[config.mk]
export PLATFORM = sky130hd
export DESIGN_NAME = float64_mul_core_flat
export DESIGN_NICKNAME = d
export VERILOG_FILES = /design/src/rtl/float64_pkg.sv /design/src/rtl/float64_mul_core_if.sv /design/src/rtl/float64_mul_core_mul53.sv /design/src/rtl/float64_mul_core.sv /design/src/flat_wrapper.sv
export SDC_FILE = /design/constraint.sdc
export NUM_CORES = 2
export LEC_CHECK = 0
export CAP_MARGIN = 20
export CORE_ASPECT_RATIO = 0.75
export CORE_MARGIN = 2
export CORE_UTILIZATION = 23
export CTS_BUF_LIST = sky130_fd_sc_hd__clkbuf_8
export DETAILED_ROUTE_END_ITERATION = 6
export GPL_TIMING_DRIVEN = 0
export PLACE_DENSITY = 0.5
export SETUP_SLACK_MARGIN = 0.3
export SLEW_MARGIN = 25
export SYNTH_ARGS = -nofsm -noshare
export SYNTH_HDL_FRONTEND = slang
export SYNTH_SLANG_ARGS = --single-unit
[constraint.sdc]
create_clock -name ap_clk -period 13.5 [get_ports ap_clk]
set_input_delay 2.7 -clock ap_clk [delete_from_list [all_inputs] [get_ports ap_clk]]
set_output_delay 2.7 -clock ap_clk [all_outputs]
set_load 0.05 [all_outputs]
[src/rtl/float64_pkg.sv]
// Shared constants and FSM state type for the binary64 multiplier core.
package float64_pkg;

  localparam int unsigned EXP_BIAS     = 'h3FF;
  localparam logic [10:0] EXP_MAX      = 11'h7FF;
  localparam logic [63:0] DEFAULT_NAN  = 64'h7FFF_FFFF_FFFF_FFFF;
  localparam logic [63:0] QUIET_BIT    = 64'h0008_0000_0000_0000;
  localparam logic [31:0] FLAG_INVALID = 32'd16;

  typedef enum logic [2:0] {
    ST_IDLE,
    ST_UNPACK,
    ST_MUL,
    ST_NORM,
    ST_DONE
  } state_t;

endpackage

[src/rtl/float64_mul_core_if.sv]
// Handshake, operand and result bundle of the binary64 multiplier core.
interface float64_mul_core_if;
  logic        ap_start;
  logic        ap_done;
  logic        ap_idle;
  logic        ap_ready;
  logic [63:0] a;
  logic [63:0] b;
  logic [31:0] float_exception_flag_i;
  logic [31:0] float_exception_flag_o;
  logic        float_exception_flag_o_ap_vld;
  logic        zSign;
  logic [12:0] zExp;
  logic [63:0] zSig;
  logic        is_special;
  logic [63:0] special_result;

  modport master (
    output ap_start, a, b, float_exception_flag_i,
    input  ap_done, ap_idle, ap_ready, float_exception_flag_o,
           float_exception_flag_o_ap_vld, zSign, zExp, zSig,
           is_special, special_result
  );

  modport slave (
    input  ap_start, a, b, float_exception_flag_i,
    output ap_done, ap_idle, ap_ready, float_exception_flag_o,
           float_exception_flag_o_ap_vld, zSign, zExp, zSig,
           is_special, special_result
  );
endinterface

[src/rtl/float64_mul_core_mul53.sv]
// Radix-2 shift-add significand multiplier, one partial product per cycle.
module mul53_seq #(
  parameter int unsigned MUL_BITS = 53
) (
  input  logic                    clk,
  input  logic                    rst_n,
  input  logic                    load,
  input  logic [MUL_BITS-1:0]     a_sig,
  input  logic [MUL_BITS-1:0]     b_sig,
  output logic                    busy,
  output logic                    done,
  output logic [2*MUL_BITS-1:0]   product
);
  localparam int unsigned CW = $clog2(MUL_BITS + 1);

  logic [2*MUL_BITS-1:0] mcand;
  logic [MUL_BITS-1:0]   mplier;
  logic [CW-1:0]         cnt;

  // Accumulate shifted multiplicand for each set multiplier bit, LSB first.
  always_ff @(posedge clk) begin
    if (!rst_n) begin
      product <= '0;
      mcand   <= '0;
      mplier  <= '0;
      cnt     <= '0;
    end else if (load) begin
      product <= '0;
      mcand   <= {{MUL_BITS{1'b0}}, a_sig};
      mplier  <= b_sig;
      cnt     <= CW'(MUL_BITS);
    end else if (cnt != '0) begin
      if (mplier[0]) product <= product + mcand;
      mcand  <= mcand << 1;
      mplier <= mplier >> 1;
      cnt    <= cnt - CW'(1);
    end
  end

  assign busy = (cnt != '0);
  // Flags the final step so the caller can move on as the last partial
  // product lands, keeping the product usable on the very next cycle.
  assign done = (cnt == CW'(1));

endmodule

[src/rtl/float64_mul_core.sv]
// Binary64 multiply front end: unpack, special-case, multiply, normalise.
module float64_mul_core #(
  parameter int unsigned MUL_BITS = 53
) (
  input logic               ap_clk,
  input logic               ap_rst_n,
  float64_mul_core_if.slave ctl
);
  import float64_pkg::*;

  state_t state, state_nxt;

  logic [63:0]           a_r, b_r;
  logic [31:0]           flag_r;
  logic                  w_sign, inv_r;
  logic [12:0]           w_exp;
  logic [52:0]           sig_a, sig_b;
  logic [12:0]           exp_a, exp_b, z_exp;
  logic                  a_nan, b_nan, a_snan, b_snan, a_inf, b_inf, a_zero, b_zero;
  logic                  u_sign, u_special, u_inv;
  logic [63:0]           u_result;
  logic                  mul_load, mul_busy, mul_done;
  logic [2*MUL_BITS-1:0] product;
  logic [63:0]           n_sig;
  logic [12:0]           n_exp;

  function automatic logic [6:0] clz64(input logic [63:0] v);
    logic [6:0] n;
    logic       found;
    n     = 7'd64;
    found = 1'b0;
    for (int unsigned i = 0; i < 64; i++) begin
      if (!found && v[63-i]) begin
        n     = 7'(i);
        found = 1'b1;
      end
    end
    return n;
  endfunction

  // Returns {exponent[12:0], significand[52:0]} with the leading one at bit 52.
  function automatic logic [65:0] norm_op(input logic [63:0] v);
    logic [6:0]  sh;
    logic [63:0] f;
    f = {12'b0, v[51:0]};
    if (v[62:52] == '0) begin
      sh = clz64(f) - 7'd11;
      f  = f << sh;
      return {13'd1 - {6'b0, sh}, f[52:0]};
    end
    return {2'b00, v[62:52], 1'b1, v[51:0]};
  endfunction

  assign {exp_a, sig_a} = norm_op(a_r);
  assign {exp_b, sig_b} = norm_op(b_r);
  assign z_exp  = exp_a + exp_b - 13'(EXP_BIAS);
  assign u_sign = a_r[63] ^ b_r[63];

  assign a_nan  = (a_r[62:52] == EXP_MAX) && (a_r[51:0] != '0);
  assign b_nan  = (b_r[62:52] == EXP_MAX) && (b_r[51:0] != '0);
  assign a_snan = a_nan && !a_r[51];
  assign b_snan = b_nan && !b_r[51];
  assign a_inf  = (a_r[62:52] == EXP_MAX) && (a_r[51:0] == '0);
  assign b_inf  = (b_r[62:52] == EXP_MAX) && (b_r[51:0] == '0);
  assign a_zero = (a_r[62:0] == '0);
  assign b_zero = (b_r[62:0] == '0);

  // Special-case classification and packed result (NaN > Inf > zero).
  always_comb begin
    u_special = a_nan || b_nan || a_inf || b_inf || a_zero || b_zero;
    u_inv     = 1'b0;
    u_result  = '0;
    if (a_nan || b_nan) begin
      u_result = b_nan ? (b_r | QUIET_BIT) : (a_r | QUIET_BIT);
      u_inv    = a_snan || b_snan;
    end else if (a_inf || b_inf) begin
      if (a_zero || b_zero) begin
        u_result = DEFAULT_NAN;
        u_inv    = 1'b1;
      end else begin
        u_result = {u_sign, EXP_MAX, 52'b0};
      end
    end else if (a_zero || b_zero) begin
      u_result = {u_sign, 63'b0};
    end
  end

  assign mul_load = (state == ST_UNPACK) && !u_special && !mul_busy;

  mul53_seq #(.MUL_BITS(MUL_BITS)) u_mul (
    .clk     (ap_clk),
    .rst_n   (ap_rst_n),
    .load    (mul_load),
    .a_sig   (sig_a),
    .b_sig   (sig_b),
    .busy    (mul_busy),
    .done    (mul_done),
    .product (product)
  );

  // Sticky-collapse the low product half, then one-bit normalise to bit 62.
  always_comb begin
    n_sig    = {1'b0, product[105:43]};
    n_sig[0] = n_sig[0] | (|product[42:0]);
    n_exp    = w_exp;
    if (!n_sig[62]) begin
      n_sig = n_sig << 1;
      n_exp = w_exp - 13'd1;
    end
  end

  // FSM state register.
  always_ff @(posedge ap_clk) begin
    if (!ap_rst_n) state <= ST_IDLE;
    else           state <= state_nxt;
  end

  // FSM next-state logic.
  always_comb begin
    state_nxt = state;
    case (state)
      ST_IDLE:   if (ctl.ap_start) state_nxt = ST_UNPACK;
      ST_UNPACK: state_nxt = u_special ? ST_DONE : ST_MUL;
      ST_MUL:    if (mul_done) state_nxt = ST_NORM;
      ST_NORM:   state_nxt = ST_DONE;
      ST_DONE:   state_nxt = ST_IDLE;
      default:   state_nxt = ST_IDLE;
    endcase
  end

  // Operand capture, working registers and result registers held until next DONE.
  always_ff @(posedge ap_clk) begin
    if (!ap_rst_n) begin
      a_r                <= '0;
      b_r                <= '0;
      flag_r             <= '0;
      w_sign             <= 1'b0;
      w_exp              <= '0;
      inv_r              <= 1'b0;
      ctl.zSign          <= 1'b0;
      ctl.zExp           <= '0;
      ctl.zSig           <= '0;
      ctl.is_special     <= 1'b0;
      ctl.special_result <= '0;
    end else begin
      if (state == ST_IDLE && ctl.ap_start) begin
        a_r    <= ctl.a;
        b_r    <= ctl.b;
        flag_r <= ctl.float_exception_flag_i;
      end
      if (state == ST_UNPACK) begin
        w_sign <= u_sign;
        w_exp  <= z_exp;
        inv_r  <= u_inv;
        if (u_special) begin
          ctl.zSign          <= u_sign;
          ctl.zExp           <= '0;
          ctl.zSig           <= '0;
          ctl.is_special     <= 1'b1;
          ctl.special_result <= u_result;
        end
      end
      if (state == ST_NORM) begin
        ctl.zSign          <= w_sign;
        ctl.zExp           <= n_exp;
        ctl.zSig           <= n_sig;
        ctl.is_special     <= 1'b0;
        ctl.special_result <= '0;
      end
    end
  end

  assign ctl.ap_done  = (state == ST_DONE);
  assign ctl.ap_ready = (state == ST_DONE);
  assign ctl.ap_idle  = (state == ST_IDLE) && !ctl.ap_start;
  assign ctl.float_exception_flag_o_ap_vld = (state == ST_DONE) && inv_r;
  assign ctl.float_exception_flag_o =
    ((state == ST_DONE) && inv_r) ? (flag_r | FLAG_INVALID) : flag_r;

endmodule

[src/flat_wrapper.sv]
// flat-port wrapper written by rule: the top's interface ports become plain ports
module float64_mul_core_flat import float64_pkg::*;
#(
  parameter int unsigned MUL_BITS = 53
)
  (ap_clk, ap_rst_n, ctl_ap_start, ctl_a, ctl_b, ctl_float_exception_flag_i, ctl_ap_done, ctl_ap_idle, ctl_ap_ready, ctl_float_exception_flag_o, ctl_float_exception_flag_o_ap_vld, ctl_zSign, ctl_zExp, ctl_zSig, ctl_is_special, ctl_special_result);
  float64_mul_core_if ctl_i ();
  input logic ap_clk;
  input logic ap_rst_n;
  input wire logic [$bits(ctl_i.ap_start)-1:0] ctl_ap_start;
  input wire logic [$bits(ctl_i.a)-1:0] ctl_a;
  input wire logic [$bits(ctl_i.b)-1:0] ctl_b;
  input wire logic [$bits(ctl_i.float_exception_flag_i)-1:0] ctl_float_exception_flag_i;
  output wire logic [$bits(ctl_i.ap_done)-1:0] ctl_ap_done;
  output wire logic [$bits(ctl_i.ap_idle)-1:0] ctl_ap_idle;
  output wire logic [$bits(ctl_i.ap_ready)-1:0] ctl_ap_ready;
  output wire logic [$bits(ctl_i.float_exception_flag_o)-1:0] ctl_float_exception_flag_o;
  output wire logic [$bits(ctl_i.float_exception_flag_o_ap_vld)-1:0] ctl_float_exception_flag_o_ap_vld;
  output wire logic [$bits(ctl_i.zSign)-1:0] ctl_zSign;
  output wire logic [$bits(ctl_i.zExp)-1:0] ctl_zExp;
  output wire logic [$bits(ctl_i.zSig)-1:0] ctl_zSig;
  output wire logic [$bits(ctl_i.is_special)-1:0] ctl_is_special;
  output wire logic [$bits(ctl_i.special_result)-1:0] ctl_special_result;
  assign ctl_i.ap_start = ctl_ap_start;
  assign ctl_i.a = ctl_a;
  assign ctl_i.b = ctl_b;
  assign ctl_i.float_exception_flag_i = ctl_float_exception_flag_i;
  assign ctl_ap_done = ctl_i.ap_done;
  assign ctl_ap_idle = ctl_i.ap_idle;
  assign ctl_ap_ready = ctl_i.ap_ready;
  assign ctl_float_exception_flag_o = ctl_i.float_exception_flag_o;
  assign ctl_float_exception_flag_o_ap_vld = ctl_i.float_exception_flag_o_ap_vld;
  assign ctl_zSign = ctl_i.zSign;
  assign ctl_zExp = ctl_i.zExp;
  assign ctl_zSig = ctl_i.zSig;
  assign ctl_is_special = ctl_i.is_special;
  assign ctl_special_result = ctl_i.special_result;
  float64_mul_core #(.MUL_BITS(MUL_BITS)) u_core (.ap_clk(ap_clk), .ap_rst_n(ap_rst_n), .ctl(ctl_i));
endmodule
# --- After elaboration in Yosys (flattened, before gate mapping) ---
# Index checks and enable logic that the tools add are counted.
# Widths: inputs -> output; s select.
totals:
  regBits: 592
  input_bits: 163
  out_inout_bits: 179
  wordCells: 635
op_classes:
  addsub: 9
  n_eq_ne: 9
  shifts: 2
  mux: 346
  n_bitwise: 3
  n_reduce_logical: 248
op_table:
  columns: ["cell", "n"]
  rows:
  - ["$mux 7", 106]
  - ["$mux 64", 8]
  - ["$mux 66", 4]
  - ["$mux 1", 212]
  - ["$mux 53", 4]
  - ["$logic_not 63->1", 2]
  - ["$logic_and 1x1->1", 113]
  - ["$logic_not 1->1", 107]
  - ["$add 106x106->106", 1]
  - ["$shl 52x7->53", 2]
  - ["$logic_not 52->1", 2]
  - ["$reduce_bool 52->1", 2]
  - ["$mux 63", 1]
  - ["$mux 13", 4]
  - ["$reduce_or 43->1", 1]
  - ["$eq 11x11->1 const B", 2]
  - ["$logic_not 11->1", 2]
  - ["$sub 1x7->8 const A", 2]
  - ["$sub 7x4->7 const B", 2]
  - ["$add 13x13->13", 1]
  - ["$sub 13x1->13 const B", 1]
  - ["$sub 13x10->13 const B", 1]
  - ["$mux 6", 2]
  - ["$pmux 3 s4", 1]
  - ["other kinds (18)", 34]

# --- Logic depth before layout (Yosys ltp) ---
depth:
  word_depth: 212
  depth_mapped: 35
  ltp_nobuf: 28

# --- By module ---
# From an unflattened synthesis, not the netlist that was laid out.
hier_totals:
  hier_cells: 5777
  hier_area_um2: 41837.6
modules_own_cells:
  columns: ["mod", "instances", "cells_per_inst", "area_each_um2", "seq_area_each_um2"]
  rows:
  - ["float64_mul_core", 1, 3367, 24507.3, 6406.1]
  - ["mul53_seq", 1, 2410, 17330.4, 5425.2]

# --- Worst setup path before layout ---
# OpenSTA, ideal clock, no wires.
synth_timing:
  path_type: "register -> register"
  startpoint: "reg u_core.b_r[4]"
  endpoint: "reg u_core.w_exp[12]"
  t_arrival_ns: 7.233
  required_time_ns: 13.368
  path_slack_ns: 6.135
  path_stages_with_launch: 32
  path_cell_list: "dfxtp_1 buf_2 or4_1 or4_1 o32ai_1 a311oi_2 nor3_4 buf_6 buf_8 buf_6 ha_1 clkbuf_1 clkinv_1 buf_1 buf_1 clkbuf_1 ha_1 a21o_1 ha_1 ha_1 a21o_1 a21oi_1 o21bai_1 a21oi_1 o21bai_1 a21oi_1 o21bai_1 a21oi_1 o21bai_1 a21oi_1 xnor2_1 a21oi_1"
synth_via:
  elab_chain_cells: 25
  word_cells_on_any_way: 29
  classes_between: "add/sub: 4; mux: 16; reduce/logical: 9"
synth_rtl:
  columns: ["element", "line_no", "source"]
  rows:
  - ["from (decl)", "float64_mul_core.sv:13", "logic [63:0] a_r, b_r;"]
  - ["from (signal assigned)", "float64_mul_core.sv:148", "b_r <= ctl.b;"]
  - ["$logic_and 1x1->1 *", "float64_mul_core.sv:33", "if (!found && v[63-i]) begin"]
  - ["$mux 1", "float64_mul_core.sv:33", null]
  - ["$mux 1", "float64_mul_core.sv:46", "if (v[62:52] == '0) begin"]
  - ["$logic_not 1->1", "float64_mul_core.sv:33", null]
  - ["$logic_and 1x1->1", "float64_mul_core.sv:33", null]
  - ["$mux 1", "float64_mul_core.sv:33", null]
  - ["$mux 1", "float64_mul_core.sv:46", null]
  - ["$logic_not 1->1", "float64_mul_core.sv:33", null]
  - ["[9 not listed]", null, null]
  - ["$mux 7 *", "float64_mul_core.sv:33", null]
  - ["$mux 7 *", "float64_mul_core.sv:46", null]
  - ["$sub 7x4->7 *", "float64_mul_core.sv:47", "sh = clz64(f) - 7'd11;"]
  - ["$sub 1x7->8 *", "float64_mul_core.sv:49", "return {13'd1 - {6'b0, sh}, f[52:0]};"]
  - ["$mux 66 *", "float64_mul_core.sv:46", null]
  - ["$mux 66 *", "float64_mul_core.sv:51", "return {2'b00, v[62:52], 1'b1, v[51:0]};"]
  - ["$add 13x13->13 *", "float64_mul_core.sv:56", "assign z_exp = exp_a + exp_b - 13'(EXP_BIAS);"]
  - ["$sub 13x10->13 *", "float64_mul_core.sv:56", null]
  - ["to (signal assigned)", "float64_mul_core.sv:153", "w_exp <= z_exp;"]
  - ["to (decl)", "float64_mul_core.sv:16", "logic [12:0] w_exp;"]
# Every way passes the cells marked *; elsewhere a longest branch is shown, timed or not. The select of a mux whose other input is x is not followed.
# A chain may end at the register's enable or synchronous reset.

# --- Final worst setup path ---
layout_timing:
  startpoint: "reg u_core.b_r[45]"
  endpoint: "reg u_core.w_exp[12]"
layout_via:
  elab_chain_cells: 189
  word_cells_on_any_way: 234
  classes_between: "add/sub: 4; mux: 139; reduce/logical: 91"
layout_rtl:
  columns: ["element", "line_no"]
  rows:
  - ["$logic_and 1x1->1 *", "float64_mul_core.sv:33"]
  - ["$mux 1", "float64_mul_core.sv:33"]
  - ["$mux 1", "float64_mul_core.sv:46"]
  - ["$logic_not 1->1", "float64_mul_core.sv:33"]
  - ["$logic_and 1x1->1", "float64_mul_core.sv:33"]
  - ["$mux 1", "float64_mul_core.sv:33"]
  - ["$mux 1", "float64_mul_core.sv:46"]
  - ["$logic_not 1->1", "float64_mul_core.sv:33"]
  - ["[173 not listed]", null]
  - ["$mux 7 *", "float64_mul_core.sv:33"]
  - ["$mux 7 *", "float64_mul_core.sv:46"]
  - ["$sub 7x4->7 *", "float64_mul_core.sv:47"]
  - ["$sub 1x7->8 *", "float64_mul_core.sv:49"]
  - ["$mux 66 *", "float64_mul_core.sv:46"]
  - ["$mux 66 *", "float64_mul_core.sv:51"]
  - ["$add 13x13->13 *", "float64_mul_core.sv:56"]
  - ["$sub 13x10->13 *", "float64_mul_core.sv:56"]
# Marked as above.

==> out/results.tsv <==
metric	value	unit
status	completed	
syn_inst	5303	
initial_core_util	0.232	
crit_top_cell	a21oi_1	
overflow	0	
nNetsFinal	6055	
p_leak	17.4	nW
ff2ff_setup_slack	3.26	ns
route.detailed.drc	0	
clk-insertion-delay-late	0.89	ns
hold_viol	0	
yosysMostFrequentCell	nand2_1	
met3_usage	0.0764	
rows	130	
worst_pin_slew	1.21	ns
cts_resized	0	
grt.busiest_layer	met1	
grt_max_degree	17	
min_to	u_core.u_mul.mcand[67]$_SDFFE_PP0N_	
grt_first_pass_wirelength	305	mm
start_kind	flop	
min_path_cells	2	
cp_data_arrival_time	10.98	ns
cts_buffer_depth	3	
dp_hpwl	168	mm
vias	44300	
fp.dieW	480	µm
viasPerCell	5.48	
clk_pin_slew_worst_paths	0.06	ns
p_per_area	226	mW/mm²
power.internal	4.78	mW
avgRoutedWirePerCell	26.6	µm
drt_first_pass_iters	6	
whs	0.450	ns
vdd_drop_max	0.000112	V
post_synth_num_cell_types	95	
critPathRequiredTime	14.24	ns
tns	0	ns
p_switching	5.97	mW
max_stage_delay	0.85	ns
cts_made_buffers	107	
hold_path.startpoint	u_core.u_mul.mcand[66]$_SDFFE_PP0N_	
fin_crit_sh	0.758	
synth_top_area_share	0.303	
ys_ff_latch	591	
syn_area	0.0390	mm²
root_buffer	clkbuf_8	
cts-htree-levels	3	
period_needed	10.24	ns
antenna_left	0	
die_area	0.173	mm²
synth_edf_count	0	
cts_tree	done	
worstSetupPathType	reg -> reg	
grt_util_met2	0.338	
skew	0.0671	ns
yosysSeqAreaShare	0.303	
r2r_start	u_core.b_r[45]$_SDFFE_PN0P_	
synth_fp_nets	5603	
track_usage	0.239	
post_cts_buffers	0	
final_area	0.0476	mm²
p_comb_frac	0.626	
final_max_slew_viol_count	0	
power.share.sequential	0.200	
cp-end-kind	flop	
yosys_warnings	0	
r2r_end	u_core.w_exp[12]$_SDFFE_PN0N_	
reg2reg_depth	32	
timing.fmax	0.0977	GHz
antenna_found_initial	14	
hp-class	reg -> reg	
slowest_stage	xor2_1	
placed_cell_area	0.0453	mm²
max-cap-violations	0	
rsz0062_at_grt	no	
portBuffers	340	
core_area	0.168	mm²
max_slew_margin	0.195	
gp_congestion	1.00	
synthTopCellsByCount	nand2_1 (927), a21oi_1 (659), dfxtp_1 (591)	
holdBufCountCts	0	
io_pins	342	
syn_to_final_growth	22.0	%
ys_async_sr_fraction	0	
die_y	361	µm
grt_pass1_vias	41700	
synthFlopType	dfxtp_1	
layout-drive-gt1-share	0.0595	
syn_avg_cell_area	7.36	µm²
drt_wl_total	215	mm
drtIter0Drc	5448	
synth_area_leaders	dfxtp_1 (30%), nand2_1 (8.9%), a21oi_1 (8.4%), mux2i_1 (7.0%), nor2_1 (4.7%)	
final-setup-viol-count	0	
pwr-share-clk	0.174	
cp_max_fo	10	
swShare	0.555	
synth_area_leader_cell	dfxtp_1	
clock_sinks	591	
grt.met1_usage	0.343	
kinds of logic (layout without fill, tap and decap cells):
kind of cell | Yosys count | after routing | synth area share
and+or+nand+nor | 1939 | 1939 | 0.215
AOI/OAI and AO/OA | 1592 | 1592 | 0.252
buffers and inverters | 593 | 1123 | 0.0633
DFF | 591 | 591 | 0.303
muxes | 318 | 318 | 0.0926
adders and majority gates | 137 | 137 | 0.0443
xor gates and xnor gates | 132 | 132 | 0.0298
other | 1 | 6 | 0.0000960
worst max path at each step:
stage	from	end	cells after the start
after floorplan	u_core.b_r[4]$_SDFFE_PN0P_	u_core.w_exp[12]$_SDFFE_PN0N_	31
after global placement	u_core.b_r[51]$_SDFFE_PN0P_	u_core.w_exp[12]$_SDFFE_PN0N_	32
after detailed placement	u_core.b_r[51]$_SDFFE_PN0P_	u_core.w_exp[12]$_SDFFE_PN0N_	32
after CTS	u_core.b_r[51]$_SDFFE_PN0P_	u_core.w_exp[12]$_SDFFE_PN0N_	32
after global routing	u_core.b_r[42]$_SDFFE_PN0P_	u_core.w_exp[12]$_SDFFE_PN0N_	32
final	u_core.b_r[45]$_SDFFE_PN0P_	u_core.w_exp[12]$_SDFFE_PN0N_	32
power by group through the flow:
stage	sequential (mW)	combinational [mW]	clock [mW]
final	2.15	6.73	1.87
after global routing	2.16	6.92	1.99
after CTS	2.14	6.38	1.91
after detailed placement	2.18	6.36	0
after global placement	2.18	6.43	0
after floorplan	2.09	3.81	0
cell type report:
type | count | area (µm²)
flip-flops and latches | 591 | 11800
clock inverters | 61 | 512
repair buffers | 343 | 3440
clock buffers | 126 | 1730
inverters | 83 | 312
plain buffers | 510 | 2180
multi-input cells | 4119 | 24800
well taps | 2244 | 2810
diodes | 5 | 12.5
fillers | 18400 | 120000
per-layer routing:
metal	wire (µm)	share of wire
met2	86600	0.40
met1	99000	0.46
met3	23400	0.11
met5	244	0.0011
met4	5830	0.027
sequential cells by signal (all words and copies together) (netlist names), 3 cells and up:
register	flops
u_core.u_mul.mcand	106
u_core.u_mul.product	106
u_core.a_r	64
u_core.b_r	64
u_core.ctl.special_result	64
u_core.ctl.zSig	63
u_core.u_mul.mplier	53
u_core.flag_r	32
u_core.ctl.zExp	13
u_core.w_exp	13
u_core.u_mul.cnt	6
u_core.state	3
per-stage QoR:
| step | setup slack, ns | utilization | instances | power, mW |
|---|---|---|---|---|
| after floorplan | 6.13 | - | 5303 | 5.90 |
| after global placement | 3.67 | 0.269 | 7887 | 8.61 |
| after detailed placement | 3.70 | 0.270 | 7890 | 8.53 |
| after CTS | 3.68 | 0.283 | 8077 | 10.4 |
| after global routing | 2.98 | 0.283 | 8080 | 11.1 |
| final | 3.26 | 0.283 | 8082 | 10.7 |
critical path: cells and delay by family (launching register included):
kind,cells,cell delay (ns)
buf+inv,8,3.03
compound gates,13,2.24
simple gates,4,1.93
xor+xnor,3,1.33
fa+ha+maj,4,1.25
flops,1,0.30
layout by cell type (no fill, tap or decap), types with 28 or more instances in the layout:
cell	n
buf_2	30
o221ai_1	70
mux2i_1	272
dfxtp_1	591
buf_1	31
xnor2_1	89
and3_1	39
clkdlybuf4s50_1	340
a21oi_1	658
nand3_1	107
o22ai_1	28
nand2_1	927
buf_4	41
nor2_1	487
nor3_1	133
clkbuf_8	126
a221oi_1	43
o211ai_1	42
o31ai_1	29
mux4_2	29
a21o_1	91
a31oi_1	129
o21bai_1	36
ha_1	135
clkbuf_1	386
nand4_1	44
a211oi_1	63
inv_1	102
nor4_1	56
xor2_1	40
o21ai_0	231
No activity file was read; power rests on OpenSTA's default activity.
